### config.mk
export PLATFORM = sky130hd
export DESIGN_NAME = pc_fetch
export DESIGN_NICKNAME = d
export VERILOG_FILES = /design/src/rtl/pc_fetch.sv
export SDC_FILE = /design/constraint.sdc
export NUM_CORES = 1
export LEC_CHECK = 0
export ABC_AREA = 0
export BUFFER_PORTS_ARGS = -buffer_cell sky130_fd_sc_hd__clkbuf_2
export CORE_AREA = 2 2 121 123
export DETAILED_ROUTE_END_ITERATION = 16
export DIE_AREA = 0 0 123 125
export SETUP_SLACK_MARGIN = 0.3
export SYNTH_ARGS = -nofsm -noshare
export SYNTH_HDL_FRONTEND = slang
export SYNTH_SLANG_ARGS = --single-unit
### constraint.sdc
create_clock -name clk -period 2.6 [get_ports clk]
set_input_delay 0.52 -clock clk [delete_from_list [all_inputs] [get_ports clk]]
set_output_delay 0.52 -clock clk [all_outputs]
set_load 0.01 [all_outputs]
### src/rtl/pc_fetch.sv
// Program-counter / instruction-fetch stage of the single-cycle RV32I core.
// Fetches one instruction over a req/ready handshake, holds it for decode until
// it retires, then advances the PC (PC+4 or PC+immOp on a taken branch).
// Optional build macro: PC_ALIGN_CHECK_EN -- traps word-misaligned branch
// targets (pc held, misaligned raised, fetch halted). Default build loads the
// target unchanged and ties misaligned low.
module pc_fetch #(
  parameter int unsigned            DATA_WIDTH   = 32,
  parameter logic [DATA_WIDTH-1:0]  RESET_VECTOR = '0
) (
  input  logic                  clk,
  input  logic                  rst,
  input  logic                  PCsrc,
  input  logic [DATA_WIDTH-1:0] immOp,
  input  logic                  stall,
  input  logic                  halt,
  output logic                  imem_req,
  output logic [DATA_WIDTH-1:0] imem_addr,
  input  logic                  imem_ready,
  input  logic [DATA_WIDTH-1:0] imem_rdata,
  output logic [DATA_WIDTH-1:0] instr,
  output logic                  instr_valid,
  output logic [DATA_WIDTH-1:0] pc,
  output logic                  halted,
  output logic                  misaligned
);

  typedef enum logic [1:0] {StIdle, StFetch, StExec, StHalt} state_t;

  state_t                state_q;
  logic [DATA_WIDTH-1:0] pc_q;
  logic [DATA_WIDTH-1:0] instr_q;
  logic                  instr_valid_q;
  logic                  imem_req_q;
  logic                  halted_q;
  logic                  misaligned_q;

  logic [DATA_WIDTH-1:0] pc_seq;
  logic [DATA_WIDTH-1:0] pc_br;
  logic [DATA_WIDTH-1:0] pc_next;
  logic                  br_trap;

  // Both adds wrap modulo 2^DATA_WIDTH; immOp is already sign-extended.
  always_comb begin
    pc_seq  = pc_q + DATA_WIDTH'(4);
    pc_br   = pc_q + immOp;
    pc_next = PCsrc ? pc_br : pc_seq;
  end

`ifdef PC_ALIGN_CHECK_EN
  // Only taken branches are checked; PC+4 from an aligned PC stays aligned.
  assign br_trap = PCsrc && (pc_br[1:0] != 2'b00);
`else
  assign br_trap = 1'b0;
`endif

  // Fetch FSM; all outputs are registered so memory sees a glitch-free request.
  always_ff @(posedge clk or negedge rst) begin
    if (!rst) begin
      state_q       <= StIdle;
      pc_q          <= RESET_VECTOR;
      instr_q       <= '0;
      instr_valid_q <= 1'b0;
      imem_req_q    <= 1'b0;
      halted_q      <= 1'b0;
      misaligned_q  <= 1'b0;
    end else begin
      unique case (state_q)
        StIdle: begin
          state_q    <= StFetch;
          imem_req_q <= 1'b1;
        end
        StFetch: begin
          // Request and address stay put until memory answers.
          if (imem_ready) begin
            instr_q       <= imem_rdata;
            instr_valid_q <= 1'b1;
            imem_req_q    <= 1'b0;
            state_q       <= StExec;
          end
        end
        StExec: begin
          // stall has priority over halt; halt is only looked at on retire.
          if (!stall) begin
            instr_valid_q <= 1'b0;
            if (br_trap) begin
              misaligned_q <= 1'b1;
              halted_q     <= 1'b1;
              state_q      <= StHalt;
            end else begin
              pc_q <= pc_next;
              if (halt) begin
                halted_q <= 1'b1;
                state_q  <= StHalt;
              end else begin
                imem_req_q <= 1'b1;
                state_q    <= StFetch;
              end
            end
          end
        end
        StHalt: begin
          // Sticky until reset.
          imem_req_q    <= 1'b0;
          instr_valid_q <= 1'b0;
          halted_q      <= 1'b1;
        end
        default: state_q <= StIdle;
      endcase
    end
  end

  assign imem_req    = imem_req_q;
  assign imem_addr   = pc_q;
  assign pc          = pc_q;
  assign instr       = instr_q;
  assign instr_valid = instr_valid_q;
  assign halted      = halted_q;
  assign misaligned  = misaligned_q;

endmodule

Yosys cells after proc, flatten, opt, wreduce, memory -nomap -nowiden
Cells that the tools add are included.
- memory bits (writable): 0
- bits in read-only memories: 0
- logic and storage cells: 41
- memories: 0
- latch bits: 0
- bits in registers: 69
- equal/unequal tests: 7
- multipliers: 0
- shifts and indexed selects: 0
- magnitude comparators: 0
- div/mod/pow operators: 0
- $add $sub $neg: 2
- mux-type cells: 15
- bitwise logic cells: 1
- reduce and logical (&&, ||, !) cells: 10
- operators with widths (operator ; number):
    32-bit by 3-bit adder with 32-bit output, second input constant ; 1
    32-bit adder ; 1
    32-bit two-way mux ; 1
    3-bit AND reduction ; 4
    2-bit inequality test, second input constant ; 4
    1-bit two-way mux ; 7
    2-bit two-way mux ; 3
    2-bit case mux with 3 select lines ; 1
    3-bit nonzero test ; 2
    2-bit equality test, second input constant ; 2
    1-bit case mux with 4 select lines ; 1
    2-bit AND reduction ; 2
    1-bit case mux with 3 select lines ; 1
    2-bit by 1-bit equality test with 1-bit output, second input constant ; 1
    2-bit logical NOT ; 1
    1-bit case mux with 2 select lines ; 1
    2-bit nonzero test ; 1
    1-bit NOT ; 1

Logic depth before layout (Yosys ltp)
Gate-level depths: netlist of run 1.
- depth after elaboration: 3
- mapped depth: 12
- depth with buffers taken out: 12

Least setup slack after synthesis of run 1
OpenSTA, ideal clock, no wires.
- path type: input port to flip-flop
- start point: input port immOp[0]
- end point: register pc_q[28], in the netlist imem_addr[28]
- required time: 2524 ps
- cell stages on the path: 12
- data arrival time: 2689 ps
- slack: -165 ps
- path buffers: 0
- setup time: 76 ps
- cells stage by stage: ha_1 > inv_1 > fa_1 > and2b_1 > o211ai_1 > a21boi_2 > a31oi_2 > a41oi_2 > a21oi_4 > nor3_2 > mux2_4 > o21ai_2
- word-level cells in the longest chain between the ends: 2
- RTL lines (what ; line ; RTL):
    start: declaration ; 14 ; input logic [DATA_WIDTH-1:0] immOp,
    32-bit adder ; 46 ; pc_br = pc_q + immOp;
    32-bit two-way mux ; 47 ; pc_next = PCsrc ? pc_br : pc_seq;
    end signal: assignment ; 91 ; pc_q <= pc_next;
    end: declaration ; 31 ; logic [DATA_WIDTH-1:0] pc_q;
No other way between the ends.
A chain may end at the register's enable or synchronous reset.

Worst setup path after layout of run 1
- start point: register pc_q[0], in the netlist imem_addr[0]
- end point: register pc_q[28], in the netlist imem_addr[28]
- word-level cells in the longest chain between the ends: 2
- elaborated cells on any way between the ends: 3
- RTL lines (what ; line):
    32-bit by 3-bit adder with 32-bit output / 32-bit adder (equally long branches) ; 45, 46
    32-bit two-way mux * ; 47
Every way passes the cells marked *; elsewhere a longest branch is shown, timed or not.

==> out/results.ini, run 1 <==
[timing]
slew_viol_final=0
timing.setup.tns_ns=-0.303
tightest_slew_ns=0.577
grt_setup_unrepaired=true
relSlewSlack=0.614
layout_min_cycle_time_ns=2.73
max_freq_mhz=366
post-route-period-util=1.05
skew_ns=0.00897
finalSetupViolCount=6
finalHoldViolCount=0
finalWorstSetupSlack_ns=-0.129

[clock_tree]
cts_tree=built
clkLatencyLatePin_ns=0.34
hold_buffers=0
clk_pin_slew_worst_paths_ns=0.06
cts_buffers=9
cts_root_buf=clkbuf_16
clockBufferDepth=2
htreeDepth=3
clock-sinks=69

[logic_synthesis]
synth.yosys.seq_area_share=0.328
async_flop_share=1.00
synthTopCellsByArea=dfrtp_1, ha_1, mux2_2, a21oi_1, buf_4
synth_top_family_by_area=compound AO/OA/AOI/OAI gates
syn_inst=585
yosys_most_used_dff=dfrtp_1
synth_top_cell_by_area=dfrtp_1
synth_seq_cells=69
synth-compound-area-share=0.220
yosys_warnings=0
syn_nets=693
yosys.area_share.simple=0.163
synth_top_area_frac=0.328
avgSynthCellArea_um2=8.99
synth_cell_types=72
synth_mux_area_frac=0.0795
syn_area_um2=5260
synth_xor_area_frac=0.0433
synth-adder-area-share=0.0918
synth_edf_count=0

[setup_path]
crit_fanout=6
worstPathArrival_ns=2.99
critPathCaptureType=flip-flop
required_ns=2.86
timing.setup.critical_path_class=reg2reg
startpoint_type=flip-flop

[detailed_routing]
first_iter_violations=319
wl_um=16100
drc=0
vias_per_cell=5.23
wl_per_cell_um=16.2
ant_nets=0
dr_total_vias=5200
dr.pass1.iters=4

[finish]
syn2layout_area_growth_pct=41.5
final_cells=995
diodes=0
final_cell_mix=clkbuf_2, buf_4, dfrtp_1
finish.utilization=0.524
mostFrequentLayoutCell=clkbuf_2
drive_above_1_share=0.482
stdcell_area_um2=7440
nNetsFinal=914

[floorplan]
die_w_um=123
initial_utilization=0.370
rows=44
coreArea_um2=14200
die_h_um=125
die_area_um2=15400
io_pins=170

[power_and_ir_drop]
netSwitchingFraction=0.435
p_int_uw=5340
power.share.clock=0.135
combPwrFrac=0.651
peakVddDrop_mv=0.480
powerDensity_nw_per_um2=1270
leakagePower_uw=0.00349
switching_power_uw=4120
p_seq_frac=0.214

[outcome]
run_status=complete, but fails checks
violations=negative setup slack

[placed_design]
port_buffers=168
gp_congestion=0.886
placed_area_um2=6750
dp_hpwl_um=12400
dp.cells=962
place_ws_ns=-0.325

[global_routing]
top_usage_layer=met2
grt_overflow=0
grt_max_degree=33
grtUsageTotal=0.206
grtUsageMet1=0.267
use_met2=0.347
met3_usage=0.0438
antenna_found_initial=0
grt_pass1_wl_um=25200
grt_pass1_vias=5124

[worst_hold_path]
hold_class=in2async

[job]
cap_violations=0

## cell families (layout without fill, tap and decap cells)
family                   count (synthesis)  in the layout
AO/OA/AOI/OAI                          175            175
AND/OR/NAND/NOR                        170            170
flip-flops                              69             69
buffers and inverters                   69            295
adder cells (fa/ha/maj)                 38             38
multiplexers                            37             37
XOR/XNOR                                26             26
other                                    1              1
## path summary, 6_finish.rpt
path / slack [ns] / cells after the start / from / end
worst max-delay path: -0.13 / 12 / imem_addr[0] / imem_addr[28]
worst max register to register: -0.13 / 12 / imem_addr[0] / imem_addr[28]
worst min register to register: 0.51 / 1 / instr[19] / instr[19]
min in group clk: 0.41 / 2 / imem_rdata[26] / instr[26]
max in group asynchronous: 1.74 / 2 / rst / instr[15]
worst min-delay path: 0.14 / 1 / rst / instr[31]
## cell usage after synthesis, types with 9 or more instances
library cell / instances
xnor2_1: 15
nand3_1: 19
mux2_2: 34
buf_4: 33
a21oi_1: 55
o21ai_0: 35
nor2_1: 50
nor3_1: 9
nand4_1: 10
ha_1: 37
a21o_1: 18
clkbuf_1: 17
nand2_1: 46
xor2_1: 11
inv_1: 11
a31oi_1: 13
dfrtp_1: 69
## worst max-delay path: stages, from the launching register on
cell and delay (ns):
dfrtp_1 0.38, ha_4 0.15, inv_2 0.03, fa_2 0.33, and2b_1 0.22, o211ai_1 0.12
a21boi_2 0.24, a31oi_2 0.15, a41oi_2 0.28, a21oi_4 0.15, nor3_2 0.17, mux2_4 0.32
o21ai_2 0.11
## repair_timing
| item | 4_1_cts | 5_1_grt |
|---|---|---|
| resized for setup | 27 | 31 |
| endpoints found under the setup margin | 17 | 24 |
| setup buffers | 13 | 4 |
| pin swaps | 32 | 33 |
## per-stage QoR
| step | total power [uW] | hold slack [ns] |
|---|---|---|
| 2_1_floorplan | 5660 | 0.224 |
| 3_3_place_gp | 7420 | 0.484 |
| 3_5_place_dp | 7540 | 0.497 |
| 4_1_cts | 9210 | 0.152 |
| 5_1_grt | 10200 | 0.173 |
| 6_report | 9460 | 0.141 |
## area by class of cell
type	count	area, um2
fill	1322	6760
multi-input combinational	447	3490
sequential	69	1730
timing repair buffer	267	1630
tap	184	230
clock buffer	9	225
clock inverter	7	81.3
inverter	12	45.0
## metal layers
layer / up-vias / share of wire
met1: 2460 / 0.45
met3: 18 / 0.065
met2: 171 / 0.48
met5: - / 0
li1: 2551 / -
met4: 0 / 0.010
## power groups by stage
| stage | sequential (uW) | clock [uW] | combinational [uW] |
|---|---|---|---|
| after floorplan | 2370 | 0 | 3290 |
| after global placement | 2010 | 0 | 5410 |
| after detailed placement | 2040 | 0 | 5500 |
| after CTS | 2020 | 1310 | 5880 |
| after global routing | 2090 | 1350 | 6730 |
| final | 2020 | 1280 | 6160 |
## registers in the layout, indices dropped and copies added, names as in the netlist
register and flops:
imem_addr 32, instr 32, state_q 2, halted 1
imem_req 1, instr_valid 1
Note: power is estimated with default switching activity, not from simulation.
==> run 2, diff against run 1 <==
--- a/config.mk
+++ b/config.mk
@@ -7,9 +7,12 @@
 export LEC_CHECK = 0
 export ABC_AREA = 0
 export BUFFER_PORTS_ARGS = -buffer_cell sky130_fd_sc_hd__clkbuf_2
-export CORE_AREA = 2 2 121 123
+export CELL_PAD_IN_SITES_DETAIL_PLACEMENT = 0
+export CELL_PAD_IN_SITES_GLOBAL_PLACEMENT = 1
+export CORE_AREA = 2 2 128 130
 export DETAILED_ROUTE_END_ITERATION = 16
-export DIE_AREA = 0 0 123 125
+export DIE_AREA = 0 0 130 132
+export PLACE_DENSITY_LB_ADDON = 0.1
 export SETUP_SLACK_MARGIN = 0.3
 export SYNTH_ARGS = -nofsm -noshare
 export SYNTH_HDL_FRONTEND = slang
==> constraint.sdc (replaced) <==
create_clock -name clk -period 2.4 [get_ports clk]
set_input_delay 0.48 -clock clk [delete_from_list [all_inputs] [get_ports clk]]
set_output_delay 0.48 -clock clk [all_outputs]
set_load 0.01 [all_outputs]
==> out/results.ini, run 2 (synthesis gave the netlist of run 1 again) <==
[outcome]
run_status=complete, but fails checks
violations=negative setup slack

[clock_tree]
clockBufferDepth=2
clkLatencyLatePin_ns=0.34
clk_pin_slew_worst_paths_ns=0.06
hold_buffers=0
clock-sinks=69
cts_tree=built
cts_root_buf=clkbuf_16
cts_buffers=9
htreeDepth=3

[setup_path]
cp_slowest_cell=dfrtp_1
crit_fanout=6
required_ns=2.67
crit_family=compound AO/OA/AOI/OAI gates
timing.setup.critical_path_class=reg2reg
worstPathArrival_ns=2.96
cp_cell_sequence=ha_4 > inv_2 > fa_2 > and2b_1 > o211ai_1 > a21boi_2 > a31oi_2 > a41oi_2 > buf_4 > a21oi_4 > nor3_2 > mux2_4 > o21ai_2
critPathCaptureType=flip-flop
startpoint_type=flip-flop
path_buf_inv=2
critPathMaxStageDelay_ns=0.38

[placed_design]
dp_hpwl_um=13200
port_buffers=168
gp_congestion=0.850

[finish]
mostFrequentLayoutCell=clkbuf_2
nNetsFinal=954
drive_above_1_share=0.510
final_cell_mix=clkbuf_2, buf_4, dfrtp_1
syn2layout_area_growth_pct=48.9
finish.utilization=0.498
diodes=0

[floorplan]
die_w_um=130
die_h_um=132
io_pins=170
coreArea_um2=15700
initial_utilization=0.335
rows=46
die_area_um2=17200

[power_and_ir_drop]
powerDensity_nw_per_um2=1380
leakagePower_uw=0.00371
peakVddDrop_mv=0.517
total_power_uw=10800

[detailed_routing]
wl_um=17200
vias_per_cell=5.04
dr.pass1.iters=5
drc=0
first_iter_violations=213
dr_total_vias=5380
ant_nets=0
wl_per_cell_um=16.1

[timing]
layout_min_cycle_time_ns=2.69
grt_setup_unrepaired=true
post-route-period-util=1.12
finalWorstSetupSlack_ns=-0.291
finalSetupViolCount=16
slew_viol_final=0
finalHoldViolCount=0
skew_ns=0.0117
max_freq_mhz=372

[job]
cap_violations=0

[global_routing]
antenna_found_initial=0
grtUsageTotal=0.198
grt_pass1_wl_um=26700
grt_pass1_vias=5237
grt_max_degree=70
grt_overflow=0

[worst_hold_path]
hold_class=in2async

[run 2: changes by cell type in the layout (fill, tap and decap cells not counted), moves of 3 or more]
cell     before  now
a21oi_2      11    8
o21ai_2       2    5
xnor2_1      11    8
buf_4        88  127
o21ai_4       3    0
[run 2: final timing paths]
kind,start,slack (ns),depth (start not counted),to
setup / recovery,imem_addr[0],-0.29,13,imem_addr[28]
hold / removal,rst,0.18,2,instr[31]
setup reg to reg,imem_addr[0],-0.29,13,imem_addr[28]
hold reg to reg,instr[19],0.50,1,instr[19]
max in group asynchronous,rst,1.90,2,imem_addr[2]
min in group clk,imem_rdata[18],0.38,2,instr[18]
[run 2: layout make-up]
type | instances | area (um2)
Fill cell | 1508 | 7880
Multi-Input combinational cell | 447 | 3530
Timing Repair Buffer | 307 | 1950
Sequential cell | 69 | 1730
Tap cell | 216 | 270
Clock buffer | 11 | 253
Clock inverter | 5 | 58.8
Inverter | 12 | 45.0
[run 2: where the power goes]
part / total [uW] / internal [uW] / switching (uW)
clock network: 1410 / 862 / 547
logic: 7280 / 3640 / 3640
registers: 2120 / 1740 / 378
total: 10800 / 6240 / 4570
[run 2: layer usage]
layer,up-vias,track usage,part of all wire
met3,26,0.0276,0.056
li1,2635,-,-
met5,-,0,0
met1,2529,0.255,0.44
met2,190,0.339,0.48
met4,0,0.0621,0.021
[run 2: metrics by stage]
stage	area, um2	instances	TNS, ns	hold WS [ns]	worst slack, ns
floorplan	5390	585	-0.510	0.184	-0.134
global placement	7090	1034	-5.22	0.472	-0.420
detailed placement	7090	1034	-5.75	0.492	-0.477
CTS	7580	1055	-1.86	0.187	-0.267
global route	7830	1067	-4.82	0.200	-0.410
finish	7830	1067	-2.18	0.176	-0.291
[run 2: timing repair]
item	4_1_cts	5_1_grt
setup buffers	5	12
endpoints found under the setup margin	26	28
pin swaps	48	43
gates cloned	0	0
gates resized for setup	36	31
